File: src/rtl/enhanced_ctrl.sv
// enhanced_ctrl: control-unit FSM for the enhanced 8-instruction accumulator
// processor. It sequences START -> FETCH -> DECODE -> one execute state per
// opcode, and decodes the datapath control lines from the current state.
// Optional build macro: ENHANCED_ENTER_WAIT_EN -- when defined, INPUT waits
// for the enter strobe; when undefined, INPUT lasts a single cycle.
module enhanced_ctrl (
    input  logic       clock,
    input  logic       reset,
    input  logic       Aeq0,
    input  logic       Apos,
    input  logic       enter,
    input  logic [2:0] ir,
    output logic       IRload,
    output logic       JMPmux,
    output logic       PCload,
    output logic       Meminst,
    output logic       MemWr,
    output logic [1:0] Asel,
    output logic       Aload,
    output logic       Sub,
    output logic       Halt,
    output logic [3:0] showstate
);

    typedef enum logic [3:0] {
        START  = 4'b0000,
        FETCH  = 4'b0001,
        DECODE = 4'b0010,
        LOAD   = 4'b1000,
        STORE  = 4'b1001,
        ADD    = 4'b1010,
        SUB    = 4'b1011,
        INPUT  = 4'b1100,
        JZ     = 4'b1101,
        JPOS   = 4'b1110,
        HALT   = 4'b1111
    } state_t;

    state_t state;
    state_t next_state;

    // State register; active-low reset aborts any instruction back to START.
    always_ff @(posedge clock or negedge reset) begin
        if (!reset) begin
            state <= START;
        end else begin
            state <= next_state;
        end
    end

    // Next-state selection; execute states are entered at {1, opcode}.
    always_comb begin
        next_state = START;
        case (state)
            START:  next_state = FETCH;
            FETCH:  next_state = DECODE;
            DECODE: next_state = state_t'({1'b1, ir});
            LOAD:   next_state = START;
            STORE:  next_state = START;
            ADD:    next_state = START;
            SUB:    next_state = START;
`ifdef ENHANCED_ENTER_WAIT_EN
            INPUT:  next_state = enter ? START : INPUT;
`else
            INPUT:  next_state = START;
`endif
            JZ:     next_state = START;
            JPOS:   next_state = START;
            HALT:   next_state = HALT;
            default: next_state = START;
        endcase
    end

    // Control-line decode of the current state; jumps also use the A flags.
    always_comb begin
        IRload  = 1'b0;
        JMPmux  = 1'b0;
        PCload  = 1'b0;
        Meminst = 1'b0;
        MemWr   = 1'b0;
        Asel    = 2'b00;
        Aload   = 1'b0;
        Sub     = 1'b0;
        Halt    = 1'b0;
        case (state)
            FETCH: begin
                IRload = 1'b1;
                PCload = 1'b1;
            end
            DECODE: begin
                Meminst = 1'b1;
            end
            LOAD: begin
                Asel  = 2'b10;
                Aload = 1'b1;
            end
            STORE: begin
                Meminst = 1'b1;
                MemWr   = 1'b1;
            end
            ADD: begin
                Asel  = 2'b00;
                Aload = 1'b1;
            end
            SUB: begin
                Aload = 1'b1;
                Sub   = 1'b1;
            end
            INPUT: begin
                Asel  = 2'b01;
                Aload = 1'b1;
            end
            JZ: begin
                JMPmux = 1'b1;
                PCload = Aeq0;
            end
            JPOS: begin
                JMPmux = 1'b1;
                PCload = Apos;
            end
            HALT: begin
                Halt = 1'b1;
            end
            default: begin
                IRload = 1'b0;
            end
        endcase
    end

    assign showstate = state;

endmodule

File: config.mk
export PLATFORM = sky130hd
export DESIGN_NAME = enhanced_ctrl
export DESIGN_NICKNAME = d
export VERILOG_FILES = /design/src/rtl/enhanced_ctrl.sv
export SDC_FILE = /design/constraint.sdc
export NUM_CORES = 1
export LEC_CHECK = 0
export ABC_AREA = 1
export CAP_MARGIN = 10
export CORE_AREA = 2 2 39 41
export CTS_BUF_LIST = sky130_fd_sc_hd__clkbuf_8
export CTS_CLUSTER_SIZE = 24
export DETAILED_ROUTE_END_ITERATION = 8
export DIE_AREA = 0 0 41 43
export GPL_ROUTABILITY_DRIVEN = 0
export PLACE_DENSITY = 0.65
export SLEW_MARGIN = 25
export SYNTH_ARGS = -nofsm -noshare
export SYNTH_HDL_FRONTEND = slang
export SYNTH_SLANG_ARGS = --single-unit
File: constraint.sdc
create_clock -name clock -period 1.35 [get_ports clock]
set_input_delay 0.135 -clock clock [delete_from_list [all_inputs] [get_ports clock]]
set_output_delay 0.135 -clock clock [all_outputs]
set_load 0.005 [all_outputs]
# [Yosys cells after proc, flatten, opt, wreduce, memory -nomap -nowiden]
# Index checks and enable logic that the tools add are counted.
[word_totals] register_bits=4 word_cells=25 input_bits=8 output_inout_bits=14
[op_classes] n_reduce_logical=4 eq_ne=10 mux=10
[op_table] op="equality test 4 bit, second input constant" count=8
[op_table] op="case mux 4 bit (4 select lines)" count=1
[op_table] op="two-way mux 1 bit" count=7
[op_table] op="equality test 4 x 1 -> 1 bit, second input constant" count=1
[op_table] op="equality test 4 x 2 -> 1 bit, second input constant" count=1
[op_table] op="zero test 4 bit" count=1
[op_table] op="case mux 2 bit (2 select lines)" count=1
[op_table] op="OR reduction 2 bit" count=2
[op_table] op="OR reduction 4 bit" count=1
[op_table] op="case mux 1 bit (3 select lines)" count=1

# [Longest topological paths before layout]
# Gate-level depths: netlist (run 1).
[logic_depth] word_depth=3 depth_mapped=4 depth_no_buf=4

# [Worst setup path after synthesis (run 1)]
# Ideal clock, no wire load.
[synth_path] path_type="reg2out" start="register state[2], in the netlist showstate[2]" end="output PCload" required_ps=1215 arrival_ps=868 n_path_buf=0 stages_incl_launch_ff=4 setup_slack_ps=347 path_cell_list="dfrtp_1 -> nor2_1 -> nand2_1 -> nand3_1"
[synth_between] elab_chain_len=2 word_cells_on_any_way=4 cone_classes="3 x eq/ne; 1 x mux"
[synth_rtl] item="start: declaration" line="39" source="state_t state;"
[synth_rtl] item="start signal: assignment" line="47" source="state <= next_state;"
[synth_rtl] item="equality test 4 bit / equality test 4 x 1 -> 1 bit (equally long branches)" line="85" source="case (state)"
[synth_rtl] item="case mux 1 bit (3 select lines) (*)" line="85"
[synth_rtl] item="end: declaration" line="15" source="output logic PCload,"
# Every way passes the cells marked *; elsewhere a longest branch is shown, timed or not.

# [Final worst setup path (run 1)]
[layout_path] start="register state[0], in the netlist showstate[0]" end="output PCload"
# Same word-level chain as after synthesis.

==> out/results.ini, run 1 <==
[logic_synthesis]
synth_cells = 38
synthesis.area_sq_um = 267.8
yosysSeqAreaShare = 0.3738
synth_fp_nets = 46
syn_area_per_cell_sq_um = 7.046
yosys_warnings = 0
ys_seq_elements = 4
ys_types = 11

[floorplan]
rows = 14
coreArea_sq_mm = 0.001384
dieArea_sq_mm = 0.001763
die_y_um = 43
io_pins = 22
die-width_um = 41
start_util = 0.1935

[detailed_routing]
drc = 0
viasPerCell = 4.151
drt_iter0_markers = 10
drt-pass1-iter-count = 4
vias = 440
ant_nets = 0
wl_um = 1027
drt-wirelength-per-cell_um = 9.689

[worst_setup_path]
reg2reg_from = showstate[1]$_DFF_PN0_
arrival_ns = 1.24
startpoint = showstate[0]$_DFF_PN0_
path_cells = inv_4 -> nor2_4 -> buf_6 -> buf_4 -> nand3_2 -> nand3_1 -> buf_2
r2r_cells = 7
slowest_stage = dfrtp_2
critical_path_class = reg -> out
worstReg2RegEnd = showstate[0]$_DFF_PN0_
critPathLaunchType = register
max_stage_delay_ns = 0.43
path_max_fanout = 4
crit_required_ns = 1.22
cp-end-kind = output port
reg2reg_slack_ns = 0.19

[clocking]
h-tree-depth = 1
cts_buffer_depth = 2
cts_root_buffer = clkbuf_8
cts_buffers = 3
cts_tree = yes
cts.reportedPaths.clkPinSlew_ns = 0.03
insertion_delay_ns = 0.21
clkSinkCount = 4

[final_layout]
fill_cells = 138
diodes = 0
largest_reg_flops = 4
final_nets = 100
fin_util = 0.5660
multiInputGateArea_sq_um = 178.9
seqCellArea_sq_um = 103.9
syn2layout_area_growth_pct = 192.5
drive_gt1_frac = 0.6556

[global_route]
grt_pass1_vias = 400
gr-usage-all-layers = 0.1339
grt_max_degree = 6
overflow = 0
grt_pass1_wl_um = 1600
antenna_found_initial = 0

[placed_design]
dp_hpwl_um = 642
pre_cts_ws_ns = -0.1408
port_buffers = 20

[sta]
hold_violations = 0
fin_crit_sh = 1.018
fin_crit_ns = 1.375
final.setup_skew_ns = 0.001621
rsz0062_at_grt = true
max_clock_freq_mhz = 727.4
finalSetupViolCount = 3
worstMarginPinSlew_ns = 0.1686
drv_slew = 0
fin_ws_ns = -0.02485
relSlewSlack = 0.8872
tns_ns = -0.05798
hold_ws_ns = 0.1195

[outcome]
violations = negative setup slack
status = finished with violations

[power_and_ir_drop]
leakage_nw = 0.4747
irDropWorstVdd_mv = 0.9525
p_per_area_mw_per_mm2 = 2121

[run]
drv_cap = 0

[hold_path]
hold_path.class = in -> async

==> cell families after synthesis <==
kind of cell | Yosys count | share of synthesized area
AOI/OAI and AO/OA | 3 | 0.08414
and+or+nand+nor | 24 | 0.4439
buffers and inverters | 7 | 0.09815
DFF | 4 | 0.3738
==> layout by cell type, fill, tap and decap left out, types with 2 or more instances in the layout <==
cell	n
buf_2	5
buf_4	22
buf_6	7
clkbuf_2	4
clkbuf_8	3
clkdlybuf4s50_1	6
dfrtp_2	3
dlymetal6s2s_1	4
inv_1	3
inv_2	2
inv_4	2
nand2_1	3
nand2_2	3
nand3_1	8
nand3_2	2
nor2_1	3
nor2_4	3
==> critical path: cells and delay by family, from the launching register on <==
| family | cells | cell delay, ns |
|---|---|---|
| and+or+nand+nor | 3 | 0.14 |
| buffers and inverters | 4 | 0.44 |
| DFF | 1 | 0.43 |
==> area by class of cell <==
cell class                      instances  share of cell area
Sequential cell                         4              0.1326
Tap cell                               16             0.02556
Multi-Input combinational cell         27              0.2284
Timing Repair Buffer                   49              0.5208
Inverter                                7             0.03994
Clock buffer                            3             0.05272
==> cells in the mapped netlist (all sizes together) <==
library cell / count / share of area
nand3: 10 / 0.19
dfrtp: 4 / 0.37
nor2: 6 / 0.14
o21ai: 1 / 0.033
o21a: 1 / 0.028
nor3: 1 / 0.019
inv: 7 / 0.098
o22ai: 1 / 0.023
nand2: 7 / 0.098
==> power by group <==
| group | switching, W | total (W) | leakage (nW) | internal [W] |
|---|---|---|---|---|
| clock | 0.0000549 | 0.000244 | 0.0216 | 0.000189 |
| sequential | 0.0000785 | 0.000256 | 0.0481 | 0.000177 |
| combinational | 0.000453 | 0.00116 | 0.405 | 0.000707 |
| total | 0.000587 | 0.00166 | 0.475 | 0.00107 |
==> how the worst max path moves through the flow <==
stage | to | slack, ns | cells after the start
detailed placement | PCload | -0.14 | 4
global placement | PCload | -0.12 | 4
global route | PCload | -0.1 | 6
CTS | Halt | -0.20 | 4
floorplan | PCload | 0.35 | 3
finish | PCload | -0.02 | 7
==> metrics by stage <==
step	instance area, sq um	total power, W	cells
floorplan	267.8	0.0005240	38
global placement	578.1	0.001038	86
detailed placement	578.1	0.001043	86
CTS	748.2	0.001556	102
global route	783.3	0.001795	106
finish	783.3	0.001661	106
==> per-layer routing <==
layer  part of all wire  GRT usage
met4                  0    0.06000
met5                  0          0
met1               0.38     0.1623
met2               0.54     0.2094
met3              0.081    0.03665
==> timing repair <==
item,CTS,global route
resized for setup,41,22
pin swaps,4,7
hold buffers,0,0
setup endpoints to repair,12,13
setup buffers,13,6
No activity file was read; power rests on OpenSTA's default activity.
==> run 2: changes to the inputs <==
--- a/config.mk
+++ b/config.mk
@@ -6,7 +6,7 @@
 export NUM_CORES = 1
 export LEC_CHECK = 0
 export ABC_AREA = 1
-export CAP_MARGIN = 10
+export CAP_MARGIN = 20
 export CORE_AREA = 2 2 39 41
 export CTS_BUF_LIST = sky130_fd_sc_hd__clkbuf_8
 export CTS_CLUSTER_SIZE = 24
==> results of run 2 <==
Same layout as run 1: the final DEF is identical, and so are final timing and power.
==> run 3: changes to the inputs <==
--- a/config.mk
+++ b/config.mk
@@ -6,7 +6,6 @@
 export NUM_CORES = 1
 export LEC_CHECK = 0
 export ABC_AREA = 1
-export CAP_MARGIN = 20
 export CORE_AREA = 2 2 39 41
 export CTS_BUF_LIST = sky130_fd_sc_hd__clkbuf_8
 export CTS_CLUSTER_SIZE = 24
@@ -14,6 +13,7 @@
 export DIE_AREA = 0 0 41 43
 export GPL_ROUTABILITY_DRIVEN = 0
 export PLACE_DENSITY = 0.65
+export SKIP_LAST_GASP = 1
 export SLEW_MARGIN = 25
 export SYNTH_ARGS = -nofsm -noshare
 export SYNTH_HDL_FRONTEND = slang
==> constraint.sdc (replaced) <==
create_clock -name clock -period 1.35 [get_ports clock]
set_input_delay 0.135 -clock clock [delete_from_list [all_inputs] [get_ports clock]]
set_output_delay 0.135 -clock clock [all_outputs]
set_load 0.05 [all_outputs]
==> run 3 against run 2 <==
Against the previous run: the run still ends with negative setup slack left; clock skew grew 0.0025 ns; final area grew 12%; utilization grew 6.5 points; critical path type unchanged.
==> out/results.ini, run 3 (synthesized netlist as in run 1, its figures left out) <==
[outcome]
status = finished with violations  ; unchanged
violations = negative setup slack  ; unchanged

[global_route]
grt_pass1_vias = 417  ; was 400
gr-usage-all-layers = 0.1470  ; was 0.1339
antenna_found_initial = 0  ; unchanged
grt_max_degree = 7  ; was 6
overflow = 0  ; unchanged
grt_pass1_wl_um = 1669  ; was 1600 um

[worst_setup_path]
path_delay_family = flip-flops  ; was buffers and inverters
max_stage_delay_ns = 0.44  ; was 0.43 ns
crit_buf_inv = 2  ; was 4
worstReg2RegEnd = showstate[1]$_DFF_PN0_  ; was showstate[0]$_DFF_PN0_
arrival_ns = 1.23  ; was 1.24 ns
crit_required_ns = 1.22  ; about the same
reg2reg_from = showstate[0]$_DFF_PN0_  ; was showstate[1]$_DFF_PN0_
worstSetupPathDepth = 4  ; was 7
slowest_stage = dfrtp_2  ; unchanged
critical_path_class = reg -> out  ; unchanged
path_max_fanout = 5  ; was 4
path_cells = nor2_4 -> inv_2 -> o21ai_4 -> buf_12  ; was inv_4 -> nor2_4 -> buf_6 -> buf_4 -> nand3_2 -> nand3_1 -> buf_2
critPathLaunchType = register  ; unchanged
cp-end-kind = output port  ; unchanged
r2r_cells = 4  ; was 7
startpoint = showstate[1]$_DFF_PN0_  ; was showstate[0]$_DFF_PN0_
crit_end = Meminst  ; was PCload
reg2reg_slack_ns = 0.32  ; was 0.19 ns

[sta]
fin_ws_ns = -0.01361  ; was -0.02485 ns
finalSetupViolCount = 4  ; was 3
relSlewSlack = 0.8804  ; was 0.8872
max_clock_freq_mhz = 733.4  ; was 727.4 MHz
fin_crit_ns = 1.364  ; was 1.375 ns
drv_slew = 0  ; unchanged
tns_ns = -0.02786  ; was -0.05798 ns
hold_violations = 0  ; unchanged
fin_crit_sh = 1.010  ; was 1.018
rsz0062_at_grt = true  ; unchanged
worstMarginPinSlew_ns = 0.1788  ; was 0.1686 ns
final.setup_skew_ns = 0.004153  ; was 0.001621 ns

[floorplan]
rows = 14  ; unchanged
dieArea_sq_mm = 0.001763  ; unchanged
io_pins = 22  ; unchanged
coreArea_sq_mm = 0.001384  ; unchanged
start_util = 0.1935  ; unchanged
die-width_um = 41  ; unchanged
die_y_um = 43  ; unchanged

[detailed_routing]
drt_iter0_markers = 6  ; was 10
wl_um = 969  ; was 1027 um
ant_nets = 0  ; unchanged
viasPerCell = 4.411  ; was 4.151
drt-pass1-iter-count = 4  ; unchanged
drc = 0  ; unchanged
vias = 397  ; was 440
drt-wirelength-per-cell_um = 10.77  ; was 9.689 um

[clocking]
clkSinkCount = 4  ; unchanged
cts_tree = yes  ; unchanged
cts_root_buffer = clkbuf_8  ; unchanged
cts_buffers = 3  ; unchanged
cts.reportedPaths.clkPinSlew_ns = 0.03  ; about the same
insertion_delay_ns = 0.22  ; was 0.21 ns
cts_hold_buf = 0  ; unchanged
h-tree-depth = 1  ; unchanged
cts_buffer_depth = 2  ; unchanged

[power_and_ir_drop]
p_per_area_mw_per_mm2 = 2724  ; was 2121 mW/mm^2
power_frac_comb = 0.779  ; was 0.699
leakage_nw = 0.3876  ; was 0.4747 nW
irDropWorstVdd_mv = 1.318  ; was 0.9525 mV
p_switching_w = 0.001157  ; was 0.0005867 W
p_int_w = 0.001222  ; was 0.001074 W
pwr-share-seq = 0.115  ; was 0.154
sw_frac_of_total = 0.4864  ; was 0.3532
power_frac_clock = 0.105  ; was 0.147

[final_layout]
final_common_cell = buf_12  ; was buf_4
syn2layout_area_growth_pct = 226.2  ; was 192.5%
layout_common_cells = buf_12, buf_4, nand3_1  ; was buf_4, nand3_1, buf_6
largest_reg_flops = 4  ; unchanged
seqCellArea_sq_um = 105.1  ; was 103.9 sq um
diodes = 0  ; unchanged
final_cells = 90  ; was 106
fill_cells = 112  ; was 138
final_nets = 84  ; was 100
drive_gt1_frac = 0.7568  ; was 0.6556
multiInputGateArea_sq_um = 230.2  ; was 178.9 sq um
fin_util = 0.6311  ; was 0.5660

[hold_path]
hold_path.class = in -> async  ; unchanged

[placed_design]
dp_hpwl_um = 687.5  ; was 642 um
placed_cells = 77  ; was 86
port_buffers = 20  ; unchanged

[run]
drv_cap = 0  ; unchanged

-- run 3: cell types whose count changed in the layout (fill, tap and decap cells not counted), sizes merged --
cell,previous run,this run
clkinvlp,0,2
buf,34,27
dlymetal6s2s,4,0
inv,7,5
dlygate4sd2,1,0
clkbuf,7,3
-- run 3: stage by stage --
step                hold WS (ns)  cell area [sq um]  setup slack [ns]  power (W)
floorplan                -0.1606              346.6          -0.05830   0.001161
global placement          0.3437              729.5           0.08798   0.001876
detailed placement        0.3494              729.5           0.08244   0.001890
CTS                       0.1183              858.3          -0.01070   0.002341
global route              0.1260              873.3          -0.08500   0.002489
finish                    0.1170              873.3          -0.01361   0.002379
-- run 3: how the worst min path moves through the flow --
stage	start	to	slack, ns	cells after the start
2_1_floorplan	reset	showstate[0]$_DFF_PN0_	-0.16	0
3_3_place_gp	reset	showstate[0]$_DFF_PN0_	0.34	1
3_5_place_dp	reset	showstate[2]$_DFF_PN0_	0.35	1
4_1_cts	reset	showstate[2]$_DFF_PN0_	0.12	1
5_1_grt	reset	showstate[0]$_DFF_PN0_	0.13	1
6_report	reset	showstate[2]$_DFF_PN0_	0.12	1
-- run 3: area by class of cell --
class | count | area share
Clock buffer | 3 | 0.04728
Inverter | 7 | 0.04441
Multi-Input combinational cell | 27 | 0.2636
Sequential cell | 4 | 0.1203
Tap cell | 16 | 0.02292
Timing Repair Buffer | 33 | 0.5014
-- run 3: layer usage --
metal / GRT usage / part of all wire / routed length (um)
met3: 0.04712 / 0.073 / 71
met1: 0.1558 / 0.34 / 331
met4: 0.1000 / 0.032 / 31
met5: 0 / 0 / 0
met2: 0.2313 / 0.55 / 534
-- run 3: worst register-to-register path: cells and delay by family, from the launching register on --
| family | cells | cell delay (ns) |
|---|---|---|
| buf+inv | 2 | 0.30 |
| flops | 1 | 0.43 |
| simple gates | 2 | 0.17 |
-- run 3: what timing repair did --
item / in CTS / in global routing
pin swaps: 5 / 2
gates resized for setup: 7 / 1
endpoints found under the setup margin: 10 / 10
setup buffers: 8 / 2
-- run 3: power by group through the flow --
stage | clock [W] | sequential [W] | combinational, W
2_1_floorplan | 0 | 0.000419 | 0.000743
6_report | 0.000251 | 0.000274 | 0.00185
5_1_grt | 0.000268 | 0.000282 | 0.00194
3_5_place_dp | 0 | 0.000289 | 0.00160
4_1_cts | 0.000256 | 0.000277 | 0.00181
3_3_place_gp | 0 | 0.000286 | 0.00159
